<file path="config.mk">
export PLATFORM = sky130hd
export DESIGN_NAME = caliptra_fdm_copy_ctrl
export DESIGN_NICKNAME = d
export VERILOG_FILES = /design/src/rtl/caliptra_fdm_copy_ctrl.sv
export SDC_FILE = /design/constraint.sdc
export NUM_CORES = 1
export LEC_CHECK = 0
export ABC_AREA = 1
export ABC_CLOCK_PERIOD_IN_PS = 4290
export CAP_MARGIN = 20
export CORE_AREA = 10 10 163 165
export CTS_CLUSTER_DIAMETER = 50
export DETAILED_ROUTE_END_ITERATION = 6
export DIE_AREA = 0 0 173 175
export PLACE_DENSITY = 0.56
export SLEW_MARGIN = 5
export SYNTH_ARGS = -nofsm -noshare
export SYNTH_HDL_FRONTEND = slang
export SYNTH_SLANG_ARGS = --single-unit
</file>
<file path="constraint.sdc">
create_clock -name i_clk -period 4.29 [get_ports i_clk]
set_input_delay 0.858 -clock i_clk [delete_from_list [all_inputs] [get_ports i_clk]]
set_output_delay 0.858 -clock i_clk [all_outputs]
set_load 0.02 [all_outputs]
</file>
<file path="src/rtl/caliptra_fdm_copy_ctrl.sv">
// Copy sequencer for the FDM APB transfer engine: moves N dwords from FUSE to CPTRA
// as alternating single read/write transactions, with word-boundary abort and status.
module caliptra_fdm_copy_ctrl #(
    parameter int APB_ADDR_WIDTH = 32,
    parameter int APB_DATA_WIDTH = 32,
    parameter int CNT_WIDTH      = 8,
    parameter int ADDR_STRIDE    = 4
) (
    input  logic                      i_clk,
    input  logic                      i_resetn,
    input  logic                      i_start,
    input  logic                      i_abort,
    input  logic [APB_ADDR_WIDTH-1:0] i_src_base,
    input  logic [APB_ADDR_WIDTH-1:0] i_dst_base,
    input  logic [CNT_WIDTH-1:0]      i_num_words,
    output logic                      o_busy,
    output logic                      o_done,
    output logic                      o_error,
    output logic                      o_aborted,
    output logic [CNT_WIDTH-1:0]      o_words_done,
    output logic                      o_apb_en,
    output logic                      o_apb_op,
    output logic [APB_ADDR_WIDTH-1:0] o_src_addr,
    output logic [APB_ADDR_WIDTH-1:0] o_dst_addr,
    output logic [APB_DATA_WIDTH-1:0] o_apb_wdata,
    input  logic                      i_apb_done,
    input  logic                      i_apb_error,
    input  logic [APB_DATA_WIDTH-1:0] i_apb_rdata
);

    localparam logic [2:0] IDLE    = 3'd0;
    localparam logic [2:0] RD_REQ  = 3'd1;
    localparam logic [2:0] RD_WAIT = 3'd2;
    localparam logic [2:0] WR_REQ  = 3'd3;
    localparam logic [2:0] WR_WAIT = 3'd4;
    localparam logic [2:0] FINISH  = 3'd5;

    logic [2:0]           state;
    logic [2:0]           state_nxt;
    logic                 abort_pending;
    logic                 abort_req;
    logic                 last_word;
    logic                 zero_start;
    logic [CNT_WIDTH-1:0] num_words;
    logic [CNT_WIDTH-1:0] words_inc;

    assign words_inc  = o_words_done + CNT_WIDTH'(1);
    assign last_word  = (words_inc == num_words);
    assign abort_req  = abort_pending | i_abort;
    assign zero_start = (state == IDLE) && i_start && (i_num_words == '0);

    always_comb begin
        state_nxt = state;
        case (state)
            IDLE:    if (i_start && (i_num_words != '0)) state_nxt = RD_REQ;
            RD_REQ:  state_nxt = RD_WAIT;
            RD_WAIT: if (i_apb_done) state_nxt = i_apb_error ? FINISH : WR_REQ;
            WR_REQ:  state_nxt = WR_WAIT;
            WR_WAIT: begin
                if (i_apb_done) begin
                    if (i_apb_error || last_word || abort_req) state_nxt = FINISH;
                    else                                       state_nxt = RD_REQ;
                end
            end
            FINISH:  state_nxt = IDLE;
            default: state_nxt = IDLE;
        endcase
    end

    // Status/strobe outputs are decoded from the next state so they stay registered.
    always_ff @(posedge i_clk or negedge i_resetn) begin
        if (!i_resetn) begin
            state    <= IDLE;
            o_busy   <= 1'b0;
            o_apb_en <= 1'b0;
            o_apb_op <= 1'b0;
            o_done   <= 1'b0;
        end else begin
            state    <= state_nxt;
            o_busy   <= (state_nxt != IDLE);
            o_apb_en <= (state_nxt == RD_REQ) || (state_nxt == WR_REQ);
            o_apb_op <= (state_nxt == WR_REQ) || (state_nxt == WR_WAIT);
            o_done   <= (state_nxt == FINISH) || zero_start;
        end
    end

    always_ff @(posedge i_clk or negedge i_resetn) begin
        if (!i_resetn) begin
            o_src_addr    <= '0;
            o_dst_addr    <= '0;
            num_words     <= '0;
            o_words_done  <= '0;
            o_apb_wdata   <= '0;
            o_error       <= 1'b0;
            o_aborted     <= 1'b0;
            abort_pending <= 1'b0;
        end else begin
            case (state)
                IDLE: begin
                    if (i_start) begin
                        o_src_addr   <= i_src_base;
                        o_dst_addr   <= i_dst_base;
                        num_words    <= i_num_words;
                        o_words_done <= '0;
                        o_error      <= 1'b0;
                        o_aborted    <= 1'b0;
                    end
                end
                RD_WAIT: begin
                    if (i_apb_done) begin
                        if (i_apb_error) o_error     <= 1'b1;
                        else             o_apb_wdata <= i_apb_rdata;
                    end
                end
                WR_WAIT: begin
                    if (i_apb_done) begin
                        if (i_apb_error) begin
                            o_error <= 1'b1;
                        end else begin
                            o_words_done <= words_inc;
                            o_src_addr   <= o_src_addr + APB_ADDR_WIDTH'(ADDR_STRIDE);
                            o_dst_addr   <= o_dst_addr + APB_ADDR_WIDTH'(ADDR_STRIDE);
                            // A finished final word wins over a pending abort.
                            if (!last_word && abort_req) o_aborted <= 1'b1;
                        end
                    end
                end
                default: ;
            endcase

            if (state == FINISH)                 abort_pending <= 1'b0;
            else if (state != IDLE && i_abort)   abort_pending <= 1'b1;
        end
    end

endmodule

</file>
# Yosys cells after proc, flatten, opt, wreduce, memory -nomap -nowiden

Index checks and enable logic that the tools add are counted.

Output and inout port bits: 110
Input bits: 110
Bits in registers: 122

Add/subtract/negate cells: 3
Reduce and logical (&&, ||, !) cells: 25
Mux-type cells: 28
Bitwise logic cells: 2
Equality and inequality tests: 16

Operators with widths:

| kind                                                            | count |
|---|---|
| 32-bit two-way mux                                              | 6 |
| 32-bit case mux with 2 select lines                             | 2 |
| 32-bit by 3-bit adder with 32-bit output, second input constant | 2 |
| 8-bit two-way mux                                               | 3 |
| 8-bit case mux with 2 select lines                              | 1 |
| 3-bit two-way mux                                               | 5 |
| 3-bit case mux with 5 select lines                              | 1 |
| 3-bit == test, second input constant                            | 4 |
| 3-bit by 2-bit == test with 1-bit output, second input constant | 3 |
| 8-bit by 1-bit adder with 8-bit output, second input constant   | 1 |
| 8-bit == test                                                   | 1 |
| 8-bit logical NOT                                               | 1 |
| 1-bit two-way mux                                               | 8 |
| 2-bit != test, second input constant                            | 4 |
| 4-bit AND reduction                                             | 2 |
| 8-bit nonzero test                                              | 1 |
| 3-bit by 1-bit == test with 1-bit output, second input constant | 2 |
| 2-bit nonzero test                                              | 3 |
| 3-bit nonzero test                                              | 2 |
| 1-bit logical AND                                               | 5 |
| 1-bit logical OR                                                | 5 |
| 5-bit AND reduction                                             | 1 |
| 2-bit by 1-bit != test with 1-bit output, second input constant | 2 |
| 1-bit case mux with 2 select lines                              | 2 |
| 7 further kinds                                                 | 7 |

# Longest topological paths before layout

Word-level depth: 9
Depth in mapped cells: 14
Depth with buffers taken out: 14

# Worst setup path before layout

No wires, ideal clock.

Path kind: in2reg
From: in i_num_words[3]
To: reg o_apb_op
Stages: 7
Setup slack: 2291 ps
Arrival time: 1878 ps
Setup time: 120 ps
Required time: 4170 ps
Cell sequence: inv_1 > nand2_1 > nor4_1 > o21ai_4 > nand2_2 > buf_2 > nand2_1

Cells in the longest elaborated chain, start to end: 6

Ends and longest elaborated chain:

| item                                                                      | RTL line | text |
|---|---|---|
| start: declaration                                                        | 15       | `input logic [CNT_WIDTH-1:0] i_num_words,` |
| 8-bit nonzero test *                                                      | 55       | `IDLE: if (i_start && (i_num_words != '0)) state_nxt = RD_REQ;` |
| 1-bit logical AND *                                                       | 55       |  |
| 3-bit two-way mux *                                                       | 55       |  |
| 3-bit case mux with 5 select lines *                                      | 54       | `case (state)` |
| 3-bit by 2-bit == test with 1-bit output or 3-bit == test (tied branches) | 82       | `o_apb_op <= (state_nxt == WR_REQ) \|\| (state_nxt == WR_WAIT);` |
| 1-bit logical OR *                                                        | 82       |  |
| end signal: assignment                                                    | 82       |  |
| end: declaration                                                          | 22       | `output logic o_apb_op,` |

Mark *: on every way between the ends. The rest lies on a longest branch, timed or not.
A chain may end at the register's enable or synchronous reset.

# Worst setup path in the final report

From: reg state[0]
To: reg o_dst_addr[28]

Cells in the longest elaborated chain, start to end: 3

Ends and longest elaborated chain:

| item                                                                 | RTL line | text |
|---|---|---|
| start: declaration                                                   | 38       | `logic [2:0] state;` |
| start signal: assignment                                             | 79       | `state <= state_nxt;` |
| 3-bit == test or 3-bit logical NOT (tied branches)                   | 98       | `case (state)` |
| 2-bit != test (no source line) or 2-bit nonzero test (tied branches) | n/a      |  |
| 4-bit AND reduction (no source line)                                 | n/a      |  |
| end signal: assignment                                               | 102      | `o_dst_addr <= i_dst_base;` |
| end signal: assignment                                               | 122      | `o_dst_addr <= o_dst_addr + APB_ADDR_WIDTH'(ADDR_STRIDE);` |
| end: declaration                                                     | 24       | `output logic [APB_ADDR_WIDTH-1:0] o_dst_addr,` |

Several ways; a longest one is shown, not always the timed one.

==> metrics.cfg <==
[status]
outcome = finished, final reports clean

[floorplanning]
die_h_um = 175
rows = 56
coreArea_mm2 = 0.0233
die_x_um = 173
die-area_mm2 = 0.0303
start_util_pct = 30.4
ios = 220

[synthesis]
synth_area_mm2 = 0.00708
ys_seq_area_share_pct = 43.1
synth_cell_type_count = 41
synth_top_area_share_pct = 43.1
syn_avg_cell_area_um2 = 7.18
synth.most_common_cell = nand2_1
ys_seq_elements = 122
synth_area_leaders = dfrtp_1 43%, nand2_1 15%, nand3_1 7.4%
synth-edff-count = 0
synthTopCellsByCount = 287 x nand2_1, 122 x dfrtp_1, 104 x nand3_1
synth.net_count = 1099
ys_warn_count = 0
synth_top_cell_by_area = dfrtp_1
ys_async_sr_fraction_pct = 100
synth_flop_cell = dfrtp_1
syn_inst = 986

[pwr]
netSwitchingFraction_pct = 45.7
power_frac_comb_pct = 50.6
power_leakage_nw = 4.43
p_int_w = 0.00416
p_clk_share_pct = 19.9
peakVddDrop_uv = 366
p_sw_w = 0.00350
seq_power_share_pct = 29.5
power.density_mw_per_mm2 = 752

[clocking]
path_clk_slew_ns = 0.06
hold_buffers = 0
clockBufferDepth = 2
cts_tree = done
clock_sink_count = 122
cts.repair.resized = 0
clock_latency_ns = 0.42
cts_buffers = 17
h-tree-depth = 4
clockRootBuffer = clkbuf_16
postCtsSetupBuffers = 0

[critical_path]
cp_data_required_time_ns = 4.63
critPathMaxFanout = 96
max_stage_delay_ns = 0.75
path_cells = nor2_4 -> nand2_2 -> buf_4 -> inv_2 -> buf_4 -> nand2_1 -> nand2_1 -> o21ai_1 -> nand2_1
critPathKind = flop to flop
crit_family = buffers and inverters
crit_buf_inv = 3
cp_data_arrival_time_ns = 3.01
end_kind = flop
cp_slowest_cell = buf_4
startpoint = state[0]$_DFF_PN0_
crit_top_cell = nand2_1
r2r-start = state[0]$_DFF_PN0_
worst_setup_path_start_kind = flop

[detailed_routing]
wirelength_met1_um = 11800
viasPerCell = 4.77
drc = 0
wl_met2_um = 11100
dr.pass1.iters = 5
wl_per_cell_um = 16.7
route.top_layer_used = met5
dr_total_vias = 7283
dr_wl_met3_um = 2320
antenna_left = 0
wl_um = 25500
drt_iter0_markers = 507

[sta]
setup_viol = 0
max_clock_freq_ghz = 0.375
rsz0062_at_grt = false
hold_viol_final = 0
slew_violations = 0
relSlewSlack_pct = 34.1
worst_pin_slew_ns = 0.988
period_share_pct = 62.2
period_needed_ns = 2.67
skew_ns = 0.0144
fin_tns_setup_ns = 0

[global_routing]
grt.total_usage_pct = 16.6
antenna_found_initial = 4
grt_max_degree = 97
grt-ovfl-total = 0
grt_pass1_vias = 7387
grt_pass1_wl_um = 41100

[final_layout]
fill_cells = 2446
layout.cells.non_filler = 1527
multi_input_area_mm2 = 0.00349
seq_area_mm2 = 0.00305
final_nets = 1306
drive_gt1_share_pct = 6.22
area_growth_pct = 44.0

[worst_hold_path]
holdCritPathClass = flop to flop
worst_hold_startpoint = o_apb_wdata[16]$_DFFE_PN0P_

[placed_design]
io_buffer_count = 219
dp.cells = 1493
place_congestion = 0.860
post-dp-hpwl_um = 18700

[job]
max-cap-violations = 0

==> cells by family (layout without fill, tap and decap cells) <==
logic type                 count (synthesis)  count (layout)  synth area share (%)
DFF                                      122             122                  43.1
and+or+nand+nor                          554             554                  34.0
adders and majority gates                  3               3                 0.530
other                                      0               2                     0
AOI/OAI and AO/OA                        154             154                  12.4
buffers and inverters                    134             354                  7.60
xor gates and xnor gates                  19              19                  2.35
==> cell usage in the layout (no fill, tap or decap), types with 3 or more instances in the layout <==
cell / n
o21ai_0: 63
nand3_1: 103
or2_2: 10
inv_1: 91
nand2_2: 5
nor4_1: 3
clkdlybuf4s50_1: 218
buf_4: 7
o211ai_1: 18
inv_2: 4
clkinvlp_4: 3
o22ai_1: 16
nor2_2: 5
inv_6: 6
o21ai_1: 21
nand2_1: 287
nor3_1: 25
nor2_1: 88
clkbuf_16: 17
nor2_4: 3
nand4_1: 16
xor2_1: 17
bufinv_16: 3
a31oi_1: 5
a21oi_1: 22
dfrtp_1: 122
ha_1: 3
==> sequential cells by signal, indices dropped and copies added (netlist names), 3 cells and up <==
register / count
state: 3
o_dst_addr: 32
o_src_addr: 32
o_words_done: 8
o_apb_wdata: 32
num_words: 8
==> layer usage <==
layer	global-route usage [%]	up-vias
met4	3.13	4
met1	21.2	3386
li1	-	3657
met2	25.4	216
met5	0	-
met3	7.26	20
==> power groups by stage <==
| stage | clock network (W) | registers [W] | logic [W] |
|---|---|---|---|
| 2_1_floorplan | 0 | 0.00269 | 0.00180 |
| 5_1_grt | 0.00162 | 0.00235 | 0.00431 |
| 4_1_cts | 0.00155 | 0.00226 | 0.00395 |
| 3_5_place_dp | 0 | 0.00227 | 0.00394 |
| 3_3_place_gp | 0 | 0.00227 | 0.00391 |
| 6_report | 0.00153 | 0.00226 | 0.00388 |
==> tightest hold or removal path, stage by stage (launching register included) <==
cell	delay, ns
dfrtp_1	0.34
nand2_1	0.05
nand2_1	0.04
==> layout make-up <==
cell class / count / area share (%)
antenna: 2 / 0.0491
clock buffer: 17 / 4.17
clock inverter: 15 / 1.84
inverter: 95 / 3.50
multi-input combinational: 730 / 34.3
sequential: 122 / 29.9
tap: 319 / 3.91
timing repair buffer: 227 / 22.3
==> metrics by stage <==
step | setup WS, ns | util (%) | total power [W] | instance area, um^2 | hold slack, ns
after detailed placement | 1.36 | 41.2 | 0.00621 | 9580 | 0.459
after global placement | 1.39 | 41.2 | 0.00618 | 9580 | 0.453
after floorplan | 2.29 | - | 0.00448 | 7080 | 0.461
after CTS | 1.58 | 43.8 | 0.00777 | 10200 | 0.476
after global routing | 1.35 | 43.8 | 0.00828 | 10200 | 0.495
final | 1.62 | 43.8 | 0.00766 | 10200 | 0.470
==> worst paths after layout <==
| kind | to | cells after the start | slack [ns] |
|---|---|---|---|
| min in group asynchronous | o_dst_addr[1]$_DFFE_PN0P_ | 1 | 0.57 |
| max in group asynchronous | o_dst_addr[13]$_DFFE_PN0P_ | 2 | 2.93 |
| worst max-delay path | o_dst_addr[28]$_DFFE_PN0P_ | 9 | 1.62 |
| worst min register to register | o_apb_wdata[16]$_DFFE_PN0P_ | 2 | 0.47 |
| worst min-delay path | o_apb_wdata[16]$_DFFE_PN0P_ | 2 | 0.47 |
| worst max register to register | o_dst_addr[28]$_DFFE_PN0P_ | 9 | 1.62 |
(Power assumes the default switching activity.)
==> variant 1 (same settings) <==
Set the parameter `APB_ADDR_WIDTH` to 48 (it was 32).
--- a/src/rtl/caliptra_fdm_copy_ctrl.sv
+++ b/src/rtl/caliptra_fdm_copy_ctrl.sv
@@ -2,5 +2,5 @@
 // as alternating single read/write transactions, with word-boundary abort and status.
 module caliptra_fdm_copy_ctrl #(
-    parameter int APB_ADDR_WIDTH = 32,
+    parameter int APB_ADDR_WIDTH = 48,
     parameter int APB_DATA_WIDTH = 32,
     parameter int CNT_WIDTH      = 8,
Ports: changed (resized i_dst_base, i_src_base, o_dst_addr and o_src_addr); port bits go from 220 to 284. No check against the original RTL was run, so the function may have changed too.
==> variant 1 against the unedited design <==
Hold slack better by 0.0046 ns; final area is 31% higher; area after synthesis is 36% higher; total power is 25% higher; clock power is 3% higher; count of clock-buffer cells in the layout stayed put; sequential cell count is 32 higher; clock skew is 0.0032 ns lower; worst setup slack worse by 0.14 ns; wire length is 42% higher; sequential power is 33% higher; die area stayed put; largest cell class unchanged; highest routed layer unchanged.
==> variant 1: results (changes against the unedited design) <==
* Status: finished clean (unchanged)
* Worst R2R End: o_dst_addr[14]$_DFFE_PN0P_ (was o_dst_addr[28]$_DFFE_PN0P_)
* Share of layout cells above drive strength 1 at 6.26% (was 6.22%)
* Average size of a mapped cell at 7.11 sq um (was 7.18 sq um)
* First-pass GRT wire length at 57.6 mm (was 41.1 mm)
* PortBufs at 283 (was 219)
* Detailed Place HPWL at 27.2 mm (was 18.7 mm)
* Largest net degree at the start of global routing at 114 (was 97)
* Place WS at 1.03 ns (was 1.36 ns)
* Hold Path End: o_dst_addr[1]$_DFFE_PN0P_ (was o_apb_wdata[16]$_DFFE_PN0P_)
* Worst Path Max Fanout at 113 (was 96)
* Largest regs: o_dst_addr: 48 flops, o_src_addr: 48 flops, o_apb_wdata: 32 flops (was o_apb_wdata: 32 flops, o_dst_addr: 32 flops, o_src_addr: 32 flops)
* Final GP Congestion at 0.938 (was 0.860)
* Netlist cell types at 49 (was 41)
* Nets at 1761 (was 1306)
* Slew margin rel. at 25.7% (was 34.1%)
* Initial antenna violation count at 5 (was 4)
* Hold Crit Start: o_dst_addr[1]$_DFFE_PN0P_ (was o_apb_wdata[16]$_DFFE_PN0P_)
* Final clock skew at 0.0112 ns (was 0.0144 ns)
* Worst path arrival time at 3.15 ns (was 3.01 ns)
* Wirelength per Cell at 18.5 um (was 16.7 um)
* Filler Cell Count at 2259 (was 2446)
* FF-to-FF path depth at 6 (was 9)
* Hold WS at 0.475 ns (was 0.470 ns)
* Worst VDD drop at 449 uV (was 366 uV)
* Vias in the first global route at 10100 (was 7387)
* All-Layer GR Usage at 23.6% (was 16.6%)
* Worst R2R Setup Slack at 1.80 ns (was 1.62 ns)
* Via density at 5.21 (was 4.77)
* P_int at 5.03 mW (was 4.16 mW)
* Iteration-0 DRC Markers at 808 (was 507)
* Reg power frac at 31.2% (was 29.5%)
* P_leak at 5.54 nW (was 4.43 nW)
* Part of the Yosys area used for sequential elements at 40.1% (was 43.1%)
* Clk_lat worst skew at 0.44 ns (was 0.42 ns)
* Inst Count DP at 1916 (was 1493)
* Comb pwr share at 52.4% (was 50.6%)
variant 1: cell types whose count changed in the layout (fill, tap and decap cells not counted), sizes merged, moves of 32 or more:
cell and change:
nand2 +79, mux2 +32, clkdlybuf4s50 +64, o21ai +40, nor2 +95, dfrtp +32
variant 1: how the worst max path moves through the flow:
stage / start / end / slack, ns
2_1_floorplan: i_apb_done / o_apb_wdata[0]$_DFFE_PN0P_ / 2.34
3_3_place_gp: i_apb_error / o_src_addr[19]$_DFFE_PN0P_ / 1.11
3_5_place_dp: i_apb_error / o_src_addr[19]$_DFFE_PN0P_ / 1.03
4_1_cts: i_apb_error / o_dst_addr[14]$_DFFE_PN0P_ / 1.49
5_1_grt: i_apb_error / o_dst_addr[13]$_DFFE_PN0P_ / 1.22
6_report: i_apb_error / o_dst_addr[14]$_DFFE_PN0P_ / 1.49
variant 1: final cells by class:
type,count,area share [%]
Antenna cell,2,0.0375
Clock buffer,17,3.19
Clock inverter,15,1.41
Inverter,115,3.25
Multi-Input combinational cell,1039,38.4
Sequential cell,154,28.9
Tap cell,319,2.99
Timing Repair Buffer,289,21.8
variant 1: logic make-up after synthesis:
| group | count (synthesis) | share of synthesized area [%] |
|---|---|---|
| simple gates | 780 | 35.4 |
| compound gates | 198 | 11.5 |
| buf+inv | 161 | 6.58 |
| mux | 32 | 3.75 |
| flops | 154 | 40.1 |
| xor+xnor | 26 | 2.37 |
| fa+ha+maj | 3 | 0.390 |
variant 1: tightest hold or removal path, delay by kind of cell (launching register included):
family,cells,cell delay [ns]
flops,1,0.35
simple gates,2,0.09
variant 1: routing by layer:
| layer | GRT usage (%) | routed length [um] |
|---|---|---|
| met1 | 31.4 | 16300 |
| met2 | 36.5 | 16000 |
| met3 | 7.98 | 3290 |
| met4 | 5.28 | 500 |
| met5 | 0 | 36 |
==> variant 2 (config.mk and constraints unchanged) <==
Made on the original files. Register the output `o_src_addr` once more, with the module's reset; this adds one clock of latency there. The other outputs are not delayed to match.
--- a/src/rtl/caliptra_fdm_copy_ctrl.sv
+++ b/src/rtl/caliptra_fdm_copy_ctrl.sv
@@ -35,4 +35,6 @@
     localparam logic [2:0] WR_WAIT = 3'd4;
     localparam logic [2:0] FINISH  = 3'd5;
+
+    logic [APB_ADDR_WIDTH-1:0] o_src_addr_s0;
 
     logic [2:0]           state;
@@ -87,5 +89,5 @@
     always_ff @(posedge i_clk or negedge i_resetn) begin
         if (!i_resetn) begin
-            o_src_addr    <= '0;
+            o_src_addr_s0 <= '0;
             o_dst_addr    <= '0;
             num_words     <= '0;
@@ -99,5 +101,5 @@
                 IDLE: begin
                     if (i_start) begin
-                        o_src_addr   <= i_src_base;
+                        o_src_addr_s0 <= i_src_base;
                         o_dst_addr   <= i_dst_base;
                         num_words    <= i_num_words;
@@ -119,5 +121,5 @@
                         end else begin
                             o_words_done <= words_inc;
-                            o_src_addr   <= o_src_addr + APB_ADDR_WIDTH'(ADDR_STRIDE);
+                            o_src_addr_s0 <= o_src_addr_s0 + APB_ADDR_WIDTH'(ADDR_STRIDE);
                             o_dst_addr   <= o_dst_addr + APB_ADDR_WIDTH'(ADDR_STRIDE);
                             // A finished final word wins over a pending abort.
@@ -134,4 +136,12 @@
     end
 
+    always_ff @(posedge i_clk or negedge i_resetn) begin
+        if (!i_resetn) begin
+            o_src_addr <= '0;
+        end else begin
+            o_src_addr <= o_src_addr_s0;
+        end
+    end
+
 endmodule
 
Formal check against the unedited RTL: not equivalent (a bounded check fails within 4 cycles, from zero or initial values and one cycle with i_resetn low).
==> variant 2 against the unedited design <==
Total power is 1.8% higher; wire length is 1.7% lower; final area grew 8.6%; area after synthesis rose by 13%; sequential cell count increased by 32; sequential share of layout area grew 4.9 points; synthesized cell count shrank 3.2%; worst setup slack got worse by 0.39 ns; largest cell class is now flip-flops and latches.
==> variant 2: results (changes against the unedited design) <==
* Wirelength per Cell at 16.7 um (about the same)
* Post-CTS resize count at 0 (unchanged)
* Worst slew pin tran at 0.937 ns (was 0.988 ns)
* Slowest-stage cell, CP: nand2_4 (was buf_4)
* Worst R2R Setup Slack at 1.67 ns (was 1.62 ns)
* Worst path arrival time at 3.42 ns (was 3.01 ns)
* Detailed Place HPWL at 18.7 mm (about the same)
* Vias at 7243 (was 7283)
* Hold WS at 0.377 ns (was 0.470 ns)
* Synth top area cells: dfrtp_1 48%, nand2_1 10%, inv_1 4.6%, mux2_2 4.5%, nand3_1 4.3% (was dfrtp_1 43%, nand2_1 15%, nand3_1 7.4%, inv_1 4.8%, nor2_1 4.7%)
* # setup viols final at 0 (unchanged)
* CP delay by family, top: simple AND/OR/NAND/NOR gates (was buffers and inverters)
* Mapped Nets at 1067 (was 1099)
* Inst Count DP at 1466 (was 1493)
* Average size of a mapped cell at 8.37 sq um (was 7.18 sq um)
* Post-place instance area at 10500 sq um (was 9580 sq um)
* Share of layout cells above drive strength 1 at 10.7% (was 6.22%)
* Number of buffers created by CTS at 17 (unchanged)
* First-pass GRT wire length at 40.3 mm (was 41.1 mm)
* Worst VDD drop at 295 uV (was 366 uV)
* Largest net degree at the start of global routing at 87 (was 97)
* Place WS at 0.800 ns (was 1.36 ns)
* # H-tree levels at 4 (unchanged)
* Netlist cell types at 50 (was 41)
* YS warnings at 0 (unchanged)
* PortBufs at 219 (unchanged)
* Nets at 1279 (was 1306)
* Hold Crit Start: o_src_addr_s0[1]$_DFFE_PN0P_ (was o_apb_wdata[16]$_DFFE_PN0P_)
* Commonest cells post-synth: 223 x nand2_1, 154 x dfrtp_1, 97 x inv_1, 82 x nor2_1, 69 x nand3_1 (was 287 x nand2_1, 122 x dfrtp_1, 104 x nand3_1, 91 x inv_1, 88 x nor2_1)
* Asr flop ratio synth at 100% (unchanged)
* Worst R2R End: o_dst_addr[7]$_DFFE_PN0P_ (was o_dst_addr[28]$_DFFE_PN0P_)
* Initial antenna violation count at 2 (was 4)
* Worst Path Max Fanout at 55 (was 96)
* Post-CTS Setup Inserts at 0 (unchanged)
* Drt pass-1 iters at 4 (was 5)
* Status: finished clean (unchanged)
* P_leak at 4.72 nW (was 4.43 nW)
* Most frequent CP cell: inv_1 (was nand2_1)
* Via density at 4.83 (was 4.77)
* Final GP Congestion at 0.860 (about the same)
* Hold path cells at 0 (was 2)
* Part of the Yosys area used for sequential elements at 48.3% (was 43.1%)
* All-Layer GR Usage at 16.5% (was 16.6%)
* Hold Path End: o_src_addr[1]$_DFF_PN0_ (was o_apb_wdata[16]$_DFFE_PN0P_)
* Iteration-0 DRC Markers at 509 (was 507)
* Filler Cell Count at 2319 (was 2446)
* Max_cap viols at 0 (unchanged)
* Final clock skew at 0.0106 ns (was 0.0144 ns)
* Delay of the slowest cell on the worst path at 0.57 ns (was 0.75 ns)
## variant 2: area by class of cell
| cell class | count | area [sq um] | area share (%) |
|---|---|---|---|
| diodes | 2 | 5.00 | 0.0452 |
| clock inverters | 15 | 175 | 1.58 |
| clock buffers | 17 | 425 | 3.84 |
| multi-input cells | 664 | 3560 | 32.2 |
| inverters | 105 | 394 | 3.56 |
| flip-flops and latches | 154 | 3850 | 34.8 |
| repair buffers | 224 | 2260 | 20.4 |
| well taps | 319 | 399 | 3.61 |
## variant 2: power breakdown
part | leakage (nW) | switching, mW | internal [mW] | total, mW
Clock | 0.291 | 0.679 | 0.881 | 1.56
Sequential | 1.89 | 0.605 | 2.12 | 2.73
Combinational | 2.54 | 1.97 | 1.54 | 3.51
## variant 2: metal layers
metal	global-route usage (%)	vias to the layer above	wire [um]
li1	-	3583	-
met1	20.5	3453	10900
met2	27.9	186	12400
met3	3.92	21	1330
met4	4.46	0	362
met5	0	-	0
## variant 2: how the worst max path moves through the flow
stage	startpoint	to	slack [ns]
2_1_floorplan	i_apb_done	o_src_addr_s0[8]$_DFFE_PN0P_	2.46
3_3_place_gp	i_apb_done	o_dst_addr[7]$_DFFE_PN0P_	0.87
3_5_place_dp	i_apb_done	o_dst_addr[7]$_DFFE_PN0P_	0.80
4_1_cts	i_apb_done	o_dst_addr[7]$_DFFE_PN0P_	1.23
5_1_grt	i_apb_done	o_dst_addr[7]$_DFFE_PN0P_	0.96
6_report	i_apb_done	o_dst_addr[7]$_DFFE_PN0P_	1.23
## variant 2: cell families after synthesis
kind of cell,after synthesis,share of synthesized area [%]
adders and majority gates,3,0.470
DFF,154,48.3
xor gates and xnor gates,22,2.41
muxes,32,4.51
AOI/OAI and AO/OA,134,9.70
buffers and inverters,136,7.10
and+or+nand+nor,473,27.5
